## src/rtl/ym_bus_pkg.sv

```systemverilog
// ym_bus_pkg: types and constants shared by the YM2151 bus master and its
// bus-phase engine.
//   state_e  : command sequencer states
//   phase_e  : phases of one timed bus cycle
//   BUSY_BIT : status bit polled before every register write
package ym_bus_pkg;

    typedef enum logic [2:0] {
        IDLE,
        POLL,
        CHECK,
        ADDR,
        DATA
    } state_e;

    typedef enum logic [1:0] {
        SETUP,
        STRB,
        HOLD,
        GAP
    } phase_e;

    localparam int unsigned BUSY_BIT = 7;

    function automatic int unsigned max3(input int unsigned a,
                                         input int unsigned b,
                                         input int unsigned c);
        int unsigned m;
        m = (a > b) ? a : b;
        return (m > c) ? m : c;
    endfunction

endpackage

```

## src/rtl/ym_bus_phase.sv

```systemverilog
// ym_bus_phase: runs one timed YM2151 bus cycle (read or write).
//   A cycle is SETUP_CYC + STRB_CYC + HOLD_CYC clocks with cs_n low, followed
//   by one GAP clock with cs_n high and the bus released.
// Ports:
//   clk, rst_n        clock, async active-low reset
//   start             begin a cycle; legal when idle or in the done clock
//   is_read, a0,      cycle kind, a0 level and write data, captured at start
//   wdata
//   din               bus sample value, captured at the end of the last
//                     strobe clock on reads
//   done              high in the final (GAP) clock of the cycle
//   rdata             last byte sampled by a read cycle
//   cs_n, wr_n, rd_n, a0_o, dout, doe   bus pin drives
module ym_bus_phase
    import ym_bus_pkg::*;
#(
    parameter int unsigned SETUP_CYC = 1,
    parameter int unsigned STRB_CYC  = 2,
    parameter int unsigned HOLD_CYC  = 1
) (
    input  logic       clk,
    input  logic       rst_n,
    input  logic       start,
    input  logic       is_read,
    input  logic       a0,
    input  logic [7:0] wdata,
    input  logic [7:0] din,
    output logic       done,
    output logic [7:0] rdata,
    output logic       cs_n,
    output logic       wr_n,
    output logic       rd_n,
    output logic       a0_o,
    output logic [7:0] dout,
    output logic       doe
);

    localparam int unsigned MAX_CYC = max3(SETUP_CYC, STRB_CYC, HOLD_CYC);
    localparam int unsigned CNT_W   = $clog2(MAX_CYC + 1);

    // Counter holds "clocks remaining in this phase minus one"; terminal at 0.
    localparam logic [CNT_W-1:0] SETUP_LD = CNT_W'(SETUP_CYC - 1);
    localparam logic [CNT_W-1:0] STRB_LD  = CNT_W'(STRB_CYC - 1);
    localparam logic [CNT_W-1:0] HOLD_LD  = CNT_W'(HOLD_CYC - 1);

    logic             active_q, active_d;
    phase_e           phase_q,  phase_d;
    logic [CNT_W-1:0] cnt_q,    cnt_d;
    logic             rd_q,     rd_d;
    logic             a0_q,     a0_d;
    logic [7:0]       wdata_q,  wdata_d;
    logic [7:0]       rdata_q,  rdata_d;

    logic tc;
    logic on_bus;

    always_comb begin
        active_d = active_q;
        phase_d  = phase_q;
        cnt_d    = cnt_q;
        rd_d     = rd_q;
        a0_d     = a0_q;
        wdata_d  = wdata_q;
        rdata_d  = rdata_q;

        tc   = (cnt_q == '0);
        done = active_q && (phase_q == GAP) && tc;

        if (active_q) begin
            if (!tc) begin
                cnt_d = cnt_q - 1'b1;
            end else begin
                unique case (phase_q)
                    SETUP: begin
                        phase_d = STRB;
                        cnt_d   = STRB_LD;
                    end
                    STRB: begin
                        phase_d = HOLD;
                        cnt_d   = HOLD_LD;
                        if (rd_q) begin
                            rdata_d = din;
                        end
                    end
                    HOLD: begin
                        phase_d = GAP;
                        cnt_d   = '0;
                    end
                    GAP: begin
                        active_d = 1'b0;
                    end
                    default: begin
                        active_d = 1'b0;
                    end
                endcase
            end
        end

        // A start in the done clock chains the next cycle with no extra idle.
        if (start) begin
            active_d = 1'b1;
            phase_d  = SETUP;
            cnt_d    = SETUP_LD;
            rd_d     = is_read;
            a0_d     = a0;
            wdata_d  = wdata;
        end
    end

    always_ff @(posedge clk or negedge rst_n) begin
        if (!rst_n) begin
            active_q <= 1'b0;
            phase_q  <= SETUP;
            cnt_q    <= '0;
            rd_q     <= 1'b0;
            a0_q     <= 1'b0;
            wdata_q  <= '0;
            rdata_q  <= '0;
        end else begin
            active_q <= active_d;
            phase_q  <= phase_d;
            cnt_q    <= cnt_d;
            rd_q     <= rd_d;
            a0_q     <= a0_d;
            wdata_q  <= wdata_d;
            rdata_q  <= rdata_d;
        end
    end

    assign on_bus = active_q && (phase_q != GAP);
    assign cs_n   = !on_bus;
    assign wr_n   = !(on_bus && (phase_q == STRB) && !rd_q);
    assign rd_n   = !(on_bus && (phase_q == STRB) &&  rd_q);
    assign a0_o   = a0_q;
    assign dout   = wdata_q;
    assign doe    = on_bus && !rd_q;
    assign rdata  = rdata_q;

endmodule

```

## src/rtl/ym_bus_master.sv

```systemverilog
// ym_bus_master: host-side initiator for the YM2151 CPU bus.
//   Each accepted command polls the status busy flag, then writes the register
//   address (a0=0) and the register data (a0=1).
// Optional feature: define YM_BUS_TIMEOUT_EN to bound busy polling to TIMEOUT
//   polls; on expiry err is set (sticky until reset) and the write proceeds.
// Ports:
//   clk, rst_n                   clock, async active-low reset
//   cmd_valid/cmd_ready          command handshake
//   cmd_addr, cmd_data           register address and data
//   ym_cs_n, ym_wr_n, ym_rd_n,   bus pins; ym_doe enables the top-level
//   ym_a0, ym_dout, ym_doe       tristate driver
//   ym_din                       bus sample value
//   status                       last status byte read
//   err                          sticky poll timeout flag
//
// state | meaning
// IDLE  | ready for a command
// POLL  | status read bus cycle in progress
// CHECK | one clock to inspect the busy bit
// ADDR  | address write bus cycle
// DATA  | data write bus cycle
module ym_bus_master
    import ym_bus_pkg::*;
#(
    parameter int unsigned SETUP_CYC = 1,
    parameter int unsigned STRB_CYC  = 2,
    parameter int unsigned HOLD_CYC  = 1,
    parameter int unsigned TIMEOUT   = 1024
) (
    input  logic       clk,
    input  logic       rst_n,
    input  logic       cmd_valid,
    output logic       cmd_ready,
    input  logic [7:0] cmd_addr,
    input  logic [7:0] cmd_data,
    output logic       ym_cs_n,
    output logic       ym_wr_n,
    output logic       ym_rd_n,
    output logic       ym_a0,
    output logic [7:0] ym_dout,
    output logic       ym_doe,
    input  logic [7:0] ym_din,
    output logic [7:0] status,
    output logic       err
);

    state_e     state_q, state_d;
    logic [7:0] addr_q,  addr_d;
    logic [7:0] data_q,  data_d;

    logic       ph_start;
    logic       ph_is_read;
    logic       ph_a0;
    logic [7:0] ph_wdata;
    logic       ph_done;
    logic [7:0] ph_rdata;

`ifdef YM_BUS_TIMEOUT_EN
    localparam int unsigned POLL_W = $clog2(TIMEOUT + 1);
    localparam logic [POLL_W-1:0] POLL_MAX = POLL_W'(TIMEOUT);

    logic [POLL_W-1:0] poll_cnt_q, poll_cnt_d;
    logic              err_q,      err_d;
`endif

    always_comb begin
        state_d    = state_q;
        addr_d     = addr_q;
        data_d     = data_q;
        ph_start   = 1'b0;
        ph_is_read = 1'b0;
        ph_a0      = 1'b1;
        ph_wdata   = data_q;
`ifdef YM_BUS_TIMEOUT_EN
        poll_cnt_d = poll_cnt_q;
        err_d      = err_q;
`endif

        unique case (state_q)
            IDLE: begin
                if (cmd_valid) begin
                    addr_d     = cmd_addr;
                    data_d     = cmd_data;
                    state_d    = POLL;
                    ph_start   = 1'b1;
                    ph_is_read = 1'b1;
                    ph_a0      = 1'b1;
`ifdef YM_BUS_TIMEOUT_EN
                    poll_cnt_d = '0;
`endif
                end
            end
            POLL: begin
                if (ph_done) begin
                    state_d = CHECK;
                end
            end
            CHECK: begin
                // Either branch launches a bus cycle that starts next clock.
                ph_start = 1'b1;
                ph_wdata = addr_q;
                if (ph_rdata[BUSY_BIT]) begin
`ifdef YM_BUS_TIMEOUT_EN
                    poll_cnt_d = poll_cnt_q + 1'b1;
                    if (poll_cnt_d >= POLL_MAX) begin
                        err_d      = 1'b1;
                        state_d    = ADDR;
                        ph_is_read = 1'b0;
                        ph_a0      = 1'b0;
                    end else begin
                        state_d    = POLL;
                        ph_is_read = 1'b1;
                        ph_a0      = 1'b1;
                    end
`else
                    state_d    = POLL;
                    ph_is_read = 1'b1;
                    ph_a0      = 1'b1;
`endif
                end else begin
                    state_d    = ADDR;
                    ph_is_read = 1'b0;
                    ph_a0      = 1'b0;
                end
            end
            ADDR: begin
                if (ph_done) begin
                    state_d    = DATA;
                    ph_start   = 1'b1;
                    ph_is_read = 1'b0;
                    ph_a0      = 1'b1;
                    ph_wdata   = data_q;
                end
            end
            DATA: begin
                if (ph_done) begin
                    state_d = IDLE;
                end
            end
            default: begin
                state_d = IDLE;
            end
        endcase
    end

    always_ff @(posedge clk or negedge rst_n) begin
        if (!rst_n) begin
            state_q <= IDLE;
            addr_q  <= '0;
            data_q  <= '0;
        end else begin
            state_q <= state_d;
            addr_q  <= addr_d;
            data_q  <= data_d;
        end
    end

`ifdef YM_BUS_TIMEOUT_EN
    always_ff @(posedge clk or negedge rst_n) begin
        if (!rst_n) begin
            poll_cnt_q <= '0;
            err_q      <= 1'b0;
        end else begin
            poll_cnt_q <= poll_cnt_d;
            err_q      <= err_d;
        end
    end

    assign err = err_q;
`else
    assign err = 1'b0;
`endif

    assign cmd_ready = (state_q == IDLE);
    assign status    = ph_rdata;

    ym_bus_phase #(
        .SETUP_CYC (SETUP_CYC),
        .STRB_CYC  (STRB_CYC),
        .HOLD_CYC  (HOLD_CYC)
    ) u_phase (
        .clk     (clk),
        .rst_n   (rst_n),
        .start   (ph_start),
        .is_read (ph_is_read),
        .a0      (ph_a0),
        .wdata   (ph_wdata),
        .din     (ym_din),
        .done    (ph_done),
        .rdata   (ph_rdata),
        .cs_n    (ym_cs_n),
        .wr_n    (ym_wr_n),
        .rd_n    (ym_rd_n),
        .a0_o    (ym_a0),
        .dout    (ym_dout),
        .doe     (ym_doe)
    );

endmodule

```

## config.mk

```make
export PLATFORM = sky130hd
export DESIGN_NAME = ym_bus_master
export DESIGN_NICKNAME = d
export VERILOG_FILES = /design/src/rtl/ym_bus_pkg.sv /design/src/rtl/ym_bus_phase.sv /design/src/rtl/ym_bus_master.sv
export SDC_FILE = /design/constraint.sdc
export NUM_CORES = 1
export LEC_CHECK = 0
export BUFFER_PORTS_ARGS = -buffer_cell sky130_fd_sc_hd__buf_2
export CORE_MARGIN = 2
export CORE_UTILIZATION = 40
export DETAILED_ROUTE_END_ITERATION = 8
export PLACE_DENSITY = 0.73
export SYNTH_ARGS = -nofsm -noshare
export SYNTH_HDL_FRONTEND = slang
export SYNTH_SLANG_ARGS = --single-unit
```

## constraint.sdc

```tcl
create_clock -name clk -period 2.1 [get_ports clk]
set_input_delay 0.63 -clock clk [delete_from_list [all_inputs] [get_ports clk]]
set_output_delay 0.63 -clock clk [all_outputs]
set_load 0.02 [all_outputs]
```

---- After elaboration in Yosys (flattened, before gate mapping) ----
Cells that the tools add are included.
word-level totals
  register bits ........................... 42
  bits of input ports ..................... 27
  word-level logic and storage cells ...... 72
operators by class
  equal/unequal tests ..................... 13
  add/sub/neg operators ................... 1
  multiplexer cells ....................... 25
  reduce and logical (&&, ||, !) cells .... 23
operators by type and width
  operator              count
  $pmux W3 S5           1
  $mux W2               7
  $mux W3               4
  $ne A2 B2 Y1 const B  5
  $mux W1               8
  $mux W8               1
  $reduce_and A4 Y1     2
  $logic_and A1 B1 Y1   7
  $eq A3 B2 Y1 const B  2
  $pmux W2 S3           1
  $eq A2 B2 Y1 const B  2
  $logic_not A1 Y1      4
  $logic_not A2 Y1      2
  $ne A4 B4 Y1 const B  1
  $pmux W2 S2           1
  $reduce_and A2 Y1     2
  $reduce_bool A2 Y1    2
  $reduce_bool A4 Y1    1
  $eq A3 B1 Y1 const B  1
  $eq A3 B3 Y1 const B  1
  $logic_not A3 Y1      1
  $pmux W1 S3           1
  $reduce_and A3 Y1     1
  $eq A2 B1 Y1 const B  1
  other kinds (3)       3

---- Longest topological paths before layout ----
Gate-level depths: netlist of run 1.
  depth in word-level cells ............... 7
  depth in mapped cells ................... 6

---- Modules after synthesis ----
A second synthesis of run 1 with hierarchy kept.
second synthesis, totals
  cell total of the unflattened synthesis .. 144
  area, all modules ....................... 2090.8 µm²
by module, submodules not included
  module         times used  cells an instance  seq. area each (µm²)  area an instance (µm²)
  ym_bus_phase   1           75                 575.6                 1089.8
  ym_bus_master  1           69                 475.5                 1001.0

---- Worst setup path after synthesis of run 1 ----
OpenSTA, ideal clock, no wires.
  kind .................................... register to output
  start point ............................. register u_phase.phase_q[0]
  end point ............................... output port ym_wr_n
  setup slack ............................. -6 ps
  required time ........................... 1470 ps
  arrival time ............................ 1476 ps
  stages on the path, launching flop included .. 5
  cell sequence ........................... dfrtp_1 > ha_1 > nand2b_1 > nor2_1 > nand2_1
on the way
  cells in the longest elaborated chain, start to end .. 5
ends and longest elaborated chain
  item                                  line                 text
  from (decl)                           ym_bus_phase.sv:47   phase_e phase_q, phase_d;
  from (signal assigned)                ym_bus_phase.sv:121  phase_q <= phase_d;
  $ne A2 B2 Y1                          ym_bus_phase.sv:130  assign on_bus = active_q && (phase_q != GAP);
  $logic_and A1 B1 Y1                   ym_bus_phase.sv:130
  $logic_and A1 B1 Y1 (*) (2 in a row)  ym_bus_phase.sv:132  assign wr_n = !(on_bus && (phase_q == STRB) && !rd_q);
  $logic_not A1 Y1 (*)                  ym_bus_phase.sv:132
  to (decl)                             ym_bus_master.sv:37  output logic ym_wr_n,
Every way passes the cells marked *; elsewhere a longest branch is shown, timed or not.

---- Worst setup path in the final report of run 1 ----
Ends and elaborated chain as after synthesis.

==> impl_metrics.py, run 1 <==
metrics = {
    "timing": {
        "timing.fmax_mhz": 499.8,
        "final_min_period_over_clock_period_pct": 95.28,
        "final.setup.tns_ns": 0,
        "min_period_ns": 2.001,
        "timing.final.max_slew_violations": 0,
        "timing_worst_slew_pin_value_ns": 0.5225,
        "finalHoldWorstSlack_ns": 0.2790,
        "worst_slew_margin_rel_pct": 65.00,
        "clock_skew_ns": 0.007449,
        "final-hold-violation-count": 0,
        "unrepaired_setup_endpoints_after_global_routing": "false",
        "setup-violations-final": 0,
    },
    "worst_setup_path": {
        "critical_path_arrival_ns": 1.37,
        "worst_reg2reg_path_startpoint": "state_q[0]",
        "worstSetupEndpointType": "primary output",
        "worst-path-max-fanout": 4,
        "setup.worst_path.start_class": "flop",
        "regToRegSetupSlack_ns": 0.22,
        "cp-startpoint": "u_phase.phase_q[0]",
        "setup.worst_path.class": "reg2out",
        "timing.critical_path.required_ns": 1.47,
    },
    "synth": {
        "synth.distinct_cells": 36,
        "postSynthCellCount": 173,
        "async_reset_ff_share_pct": 100.0,
        "ys_top_cells_by_count": "50 x nand2_1, 42 x dfrtp_1, 18 x mux2_2",
        "yosysWarnings": 0,
        "synthMostInstantiatedCell": "nand2_1",
        "dominantRegCellSynth": "dfrtp_1",
        "synth_nets": 204,
        "netlist.top_cell.by_area": "dfrtp_1",
        "synth_seq_cells": 42,
        "synth-edff-count": 0,
        "avgSynthCellArea_um2": 11.32,
        "biggest_area_contributors_in_the_synthesized_netlist": "dfrtp_1 54%, mux2_2 10%, nand2_1 9.6%",
        "synth_top_cell_area_share_pct": 53.67,
        "synth.cell_area_um2": 1958,
        "yosysSeqAreaShare_pct": 53.67,
    },
    "global_routing": {
        "wire_length_of_the_first_global_routing_pass_um": 6223,
        "gr-usage-all-layers_pct": 15.14,
        "globalRouteOverflowTotal": 0,
        "first_global_vias": 1329,
        "number_of_antenna_violations_at_the_first_check_in_global_routing": 0,
        "largest_net_degree_at_the_start_of_global_routing": 24,
    },
    "floorplan": {
        "die_height_um": 73.97,
        "io_pins": 50,
        "design.die.area_um2": 5471,
        "core_area_um2": 4723,
        "floorplan.die.width_um": 73.97,
        "fp-row-count": 25,
        "initial_util_pct": 41.46,
    },
    "clock_network": {
        "cts.reportedPaths.clkPinSlew_ns": 0.08,
        "numClockSinks": 42,
        "ctsRootBufferMaster": "clkbuf_8",
        "clk_path_buf_depth": 2,
        "htree_num_levels": 2,
        "clock_latency_ns": 0.29,
        "holdBufCountCts": 0,
        "cts_tree": "built",
        "number_of_cts_inserted_buffers": 5,
    },
    "route": {
        "drt-total-wl_um": 3762,
        "drt_first_iter_violations": 88,
        "drt_drc_violations_left": 0,
        "detail_route.vias_per_cell": 4.648,
        "route.vias.total": 1362,
        "firstDrtPassIters": 4,
        "routedWlPerCell_um": 12.84,
        "drt.antenna.violating_nets": 0,
    },
    "pwr": {
        "total_power_w": 0.003795,
        "power.static_leakage_nw": 1.205,
        "power_per_cell_area_nw_per_um2": 1585,
        "ir_drop_v": 0.0005672,
    },
    "run_status": {
        "status": "complete, no violations",
    },
    "layout": {
        "syn_to_final_growth_pct": 22.30,
        "final-seq-area_um2": 1051,
        "fraction_of_final_layout_cells_with_drive_strength_greater_than_1_pct": 42.04,
        "antenna-diode-count": 0,
        "footprint_of_the_multi_input_gates_um2": 834.6,
        "fillers": 429,
        "fin_nets": 256,
    },
    "min_path": {
        "worstHoldPathType": "in2async",
    },
    "placement": {
        "buffer_ports.inserted": 48,
        "globalplace.congestion": 0.7435,
        "dp_hpwl_um": 2723,
    },
    "run": {
        "maxCapViolations": 0,
    },
}
==> worst max-delay path, cell delays in order, from the launching register on <==
cell,delay (ns)
dfrtp_1,0.39
ha_2,0.21
nand2b_1,0.17
nor2_2,0.10
nand2_1,0.05
buf_2,0.15
==> kinds of logic after synthesis <==
family	Yosys count	share of synthesized area (%)
AO/OA/AOI/OAI	15	5.496
adder cells (fa/ha/maj)	4	2.556
AND/OR/NAND/NOR	73	18.02
flip-flops	42	53.67
XOR/XNOR	1	0.4474
multiplexers	24	14.95
buffers and inverters	13	4.664
other	1	0.1915
==> where the power goes <==
group	internal, W	switching, W	leakage [nW]
Combinational	0.000838	0.000915	0.628
Clock	0.000350	0.000266	0.0579
Sequential	0.00117	0.000253	0.520
==> metal layers <==
| metal | GRT usage [%] | vias to the layer above | part of all wire [%] |
|---|---|---|---|
| met1 | 19.84 | 630 | 46 |
| met4 | 5.253 | 0 | 0.82 |
| li1 | - | 681 | - |
| met5 | 0 | - | 0 |
| met2 | 23.91 | 46 | 47 |
| met3 | 4.743 | 5 | 6.3 |
==> sequential cells by signal, indices dropped and copies added (netlist names) <==
signal,count
addr_q,8
data_q,8
u_phase.dout,8
u_phase.rdata,8
state_q,3
u_phase.cnt_q,2
u_phase.phase_q,2
u_phase.a0_o,1
u_phase.active_q,1
u_phase.rd_q,1
==> layout make-up <==
cell class | instances | share of cell area [%]
sequential | 42 | 43.89
multi-input combinational | 118 | 34.85
timing repair buffer | 55 | 12.75
tap | 67 | 3.501
clock buffer | 5 | 2.874
clock inverter | 3 | 1.672
inverter | 3 | 0.4702
==> worst paths after layout <==
| kind | to | depth (start not counted) |
|---|---|---|
| worst max-delay path | ym_wr_n | 5 |
| worst min-delay path | state_q[1] | 1 |
| worst max register to register | u_phase.dout[0] | 3 |
| worst min register to register | data_q[5] | 2 |
| max in group asynchronous | u_phase.rdata[6] | 2 |
| min in group clk | data_q[5] | 2 |
==> metrics by stage <==
stage	worst slack, ns	instance area (µm²)	cells	util [%]
2_1_floorplan	0.1155	1961	173	-
3_3_place_gp	0.1493	2276	284	48.19
3_5_place_dp	0.1258	2276	284	48.19
4_1_cts	0.04144	2392	293	50.65
5_1_grt	0.01324	2395	293	50.70
6_report	0.09915	2395	293	50.70
==> placed cells by master, fill, tap and decap left out, types with 2 or more instances in the layout <==
cell type | synthesis | final
a21oi_1 | 5 | 5
buf_2 | 3 | 48
buf_4 | 2 | 6
clkbuf_8 | 0 | 5
clkinv_2 | 0 | 2
dfrtp_1 | 42 | 42
ha_1 | 4 | 3
inv_1 | 3 | 3
mux2_2 | 18 | 18
mux2_4 | 6 | 6
nand2_1 | 50 | 50
nand2b_1 | 2 | 2
nand3_1 | 3 | 3
nand3b_1 | 2 | 2
nor2_1 | 3 | 2
nor2b_1 | 2 | 2
o21ai_0 | 4 | 4
==> repair_timing <==
item / CTS / global route
setup endpoints to repair: 2 / 1
buffers inserted: 1 / 0
resized for setup: 0 / 1
(Power assumes the default switching activity.)
==> inputs of run 2 (changes only) <==
Settings changed: CORE_UTILIZATION 40 to 52, PLACE_DENSITY 0.73 to 0.89.
==> run 2 against run 1 <==
  * Total power shrank 2.5%
  * Final area decreased by 1.8%
  * Routed wire length is 9.9% lower
  * Setup slack got worse by 0.0023 ns
  * Die area decreased by 22%
  * Register-to-register slack improved by 0.05 ns
  * Largest cell class unchanged
==> impl_metrics.py, run 2 (same netlist as run 1, synthesis figures left out) <==
metrics = {
    "floorplan": {
        "fp-row-count": 22,
        "design.die.area_um2": 4273,
        "io_pins": 50,
        "die_height_um": 65.37,
        "core_area_um2": 3633,
        "floorplan.die.width_um": 65.37,
        "initial_util_pct": 53.89,
    },
    "route": {
        "drt.antenna.violating_nets": 0,
        "drt_first_iter_violations": 41,
        "drt-total-wl_um": 3391,
        "detail_route.vias_per_cell": 4.913,
        "drt_drc_violations_left": 0,
        "routedWlPerCell_um": 12.29,
        "route.vias.total": 1356,
        "firstDrtPassIters": 4,
    },
    "global_routing": {
        "wire_length_of_the_first_global_routing_pass_um": 5720,
        "number_of_antenna_violations_at_the_first_check_in_global_routing": 0,
        "globalRouteOverflowTotal": 0,
        "largest_net_degree_at_the_start_of_global_routing": 43,
        "gr-usage-all-layers_pct": 17.67,
        "first_global_vias": 1269,
    },
    "clock_network": {
        "htree_num_levels": 2,
        "cts.reportedPaths.clkPinSlew_ns": 0.08,
        "clk_path_buf_depth": 2,
        "numClockSinks": 42,
        "ctsRootBufferMaster": "clkbuf_8",
        "clock_latency_ns": 0.29,
        "number_of_cts_inserted_buffers": 5,
        "holdBufCountCts": 0,
        "cts_tree": "built",
    },
    "timing": {
        "setup-violations-final": 0,
        "min_period_ns": 2.003,
        "clock_skew_ns": 0.006226,
        "worst_slew_margin_rel_pct": 65.50,
        "timing.fmax_mhz": 499.2,
        "timing.final.max_slew_violations": 0,
        "final_min_period_over_clock_period_pct": 95.39,
        "timing_worst_slew_pin_value_ns": 0.5174,
        "finalHoldWorstSlack_ns": 0.3811,
        "final.setup.tns_ns": 0,
        "final-hold-violation-count": 0,
        "unrepaired_setup_endpoints_after_global_routing": "false",
    },
    "worst_setup_path": {
        "timing.critical_path.required_ns": 1.47,
        "cell_with_the_largest_stage_delay_on_the_worst_path": "dfrtp_1",
        "setup.worst_path.start_class": "flop",
        "worst-path-max-fanout": 4,
        "critical_path_arrival_ns": 1.37,
        "worstSetupEndpointType": "primary output",
        "r2r.worst_path.cells": 3,
        "regToRegSetupSlack_ns": 0.27,
        "crit_path_cell_trace": "ha_2 -> nand2b_1 -> nor2_2 -> nand2_1 -> buf_2",
        "cell_family_with_the_largest_share_of_critical_path_delay": "flip-flops",
        "critical_path.max_stage_delay_ns": 0.40,
        "setup.worst_path.class": "reg2out",
        "cp_num_buf_inv": 1,
        "critical_path_depth": 5,
    },
    "layout": {
        "final_common_cell": "nand2_1",
        "fraction_of_final_layout_cells_with_drive_strength_greater_than_1_pct": 42.54,
        "layout.cells.most_common_list": "50 x nand2_1, 48 x buf_2, 42 x dfrtp_1",
        "syn_to_final_growth_pct": 20.06,
        "fin_nets": 258,
        "final_cell_count_no_fill": 276,
        "layout_cell_area_excl_fill_um2": 2351,
        "antenna-diode-count": 0,
        "final_core_util_pct": 64.70,
    },
    "placement": {
        "total_placed_cells_including_tap_cells": 267,
        "buffer_ports.inserted": 48,
        "dp_hpwl_um": 2488,
        "dpl_cell_area_um2": 2246,
        "globalplace.congestion": 0.7454,
    },
    "min_path": {
        "worstHoldPathType": "in2async",
    },
    "run_status": {
        "status": "complete, no violations",
    },
    "run": {
        "maxCapViolations": 0,
    },
    "pwr": {
        "power_per_cell_area_nw_per_um2": 1573,
        "ir_drop_v": 0.0009019,
        "power.static_leakage_nw": 1.196,
    },
}
[run 2: cell count changes in the layout (fill, tap and decap cells not counted), sizes merged]
cell,before,now
clkinv,2,1
buf,55,57
clkinvlp,0,1
bufinv,1,0
clkbuf,5,6
[run 2: layer usage]
metal / track usage, % / share of wire [%] / up-vias
li1: - / - / 682
met1: 24.11 / 50 / 625
met2: 27.17 / 42 / 46
met3: 5.479 / 6.7 / 3
met4: 5.469 / 1.2 / 0
met5: 0 / 0 / -
[run 2: area by class of cell]
cell class	count	area (µm²)
clock buffer	6	82.58
clock inverter	2	12.51
fill	293	1282
inverter	3	11.26
multi-input combinational	118	825.8
sequential	42	1051
tap	48	60.06
timing repair buffer	57	307.8
[run 2: repair_timing]
action | in CTS | in global routing
setup endpoints to repair | 1 | 1
resized for setup | 0 | 1
setup buffers | 1 | 0
[run 2: worst paths after layout]
check                              endpoint          startpoint
setup / recovery                    ym_wr_n  u_phase.phase_q[0]
hold / removal             u_phase.rdata[4]               rst_n
setup reg to reg            u_phase.dout[1]          state_q[0]
hold reg to reg                   addr_q[0]           addr_q[0]
max in group asynchronous         addr_q[5]               rst_n
min in group clk                  addr_q[0]           addr_q[0]
[run 2: per-stage QoR]
stage	setup WS, ns	total power (W)
2_1_floorplan	0.1155	0.002754
3_3_place_gp	0.1725	0.003105
3_5_place_dp	0.1403	0.003175
4_1_cts	0.04181	0.003730
5_1_grt	0.02962	0.003983
6_report	0.09690	0.003698
[run 2: report_power, final]
group / switching, W / internal, W / leakage, nW / total (W)
Clock: 0.000273 / 0.000264 / 0.0472 / 0.000537
Combinational: 0.000893 / 0.000845 / 0.629 / 0.00174
Sequential: 0.000250 / 0.00117 / 0.520 / 0.00142
Total: 0.00142 / 0.00228 / 1.20 / 0.00370
[run 2: worst reg2reg max path: stages, from the launching register on]
cell and delay (ns):
dfrtp_1 0.50, or4b_4 0.60, o211ai_4 0.23, mux2_2 0.39
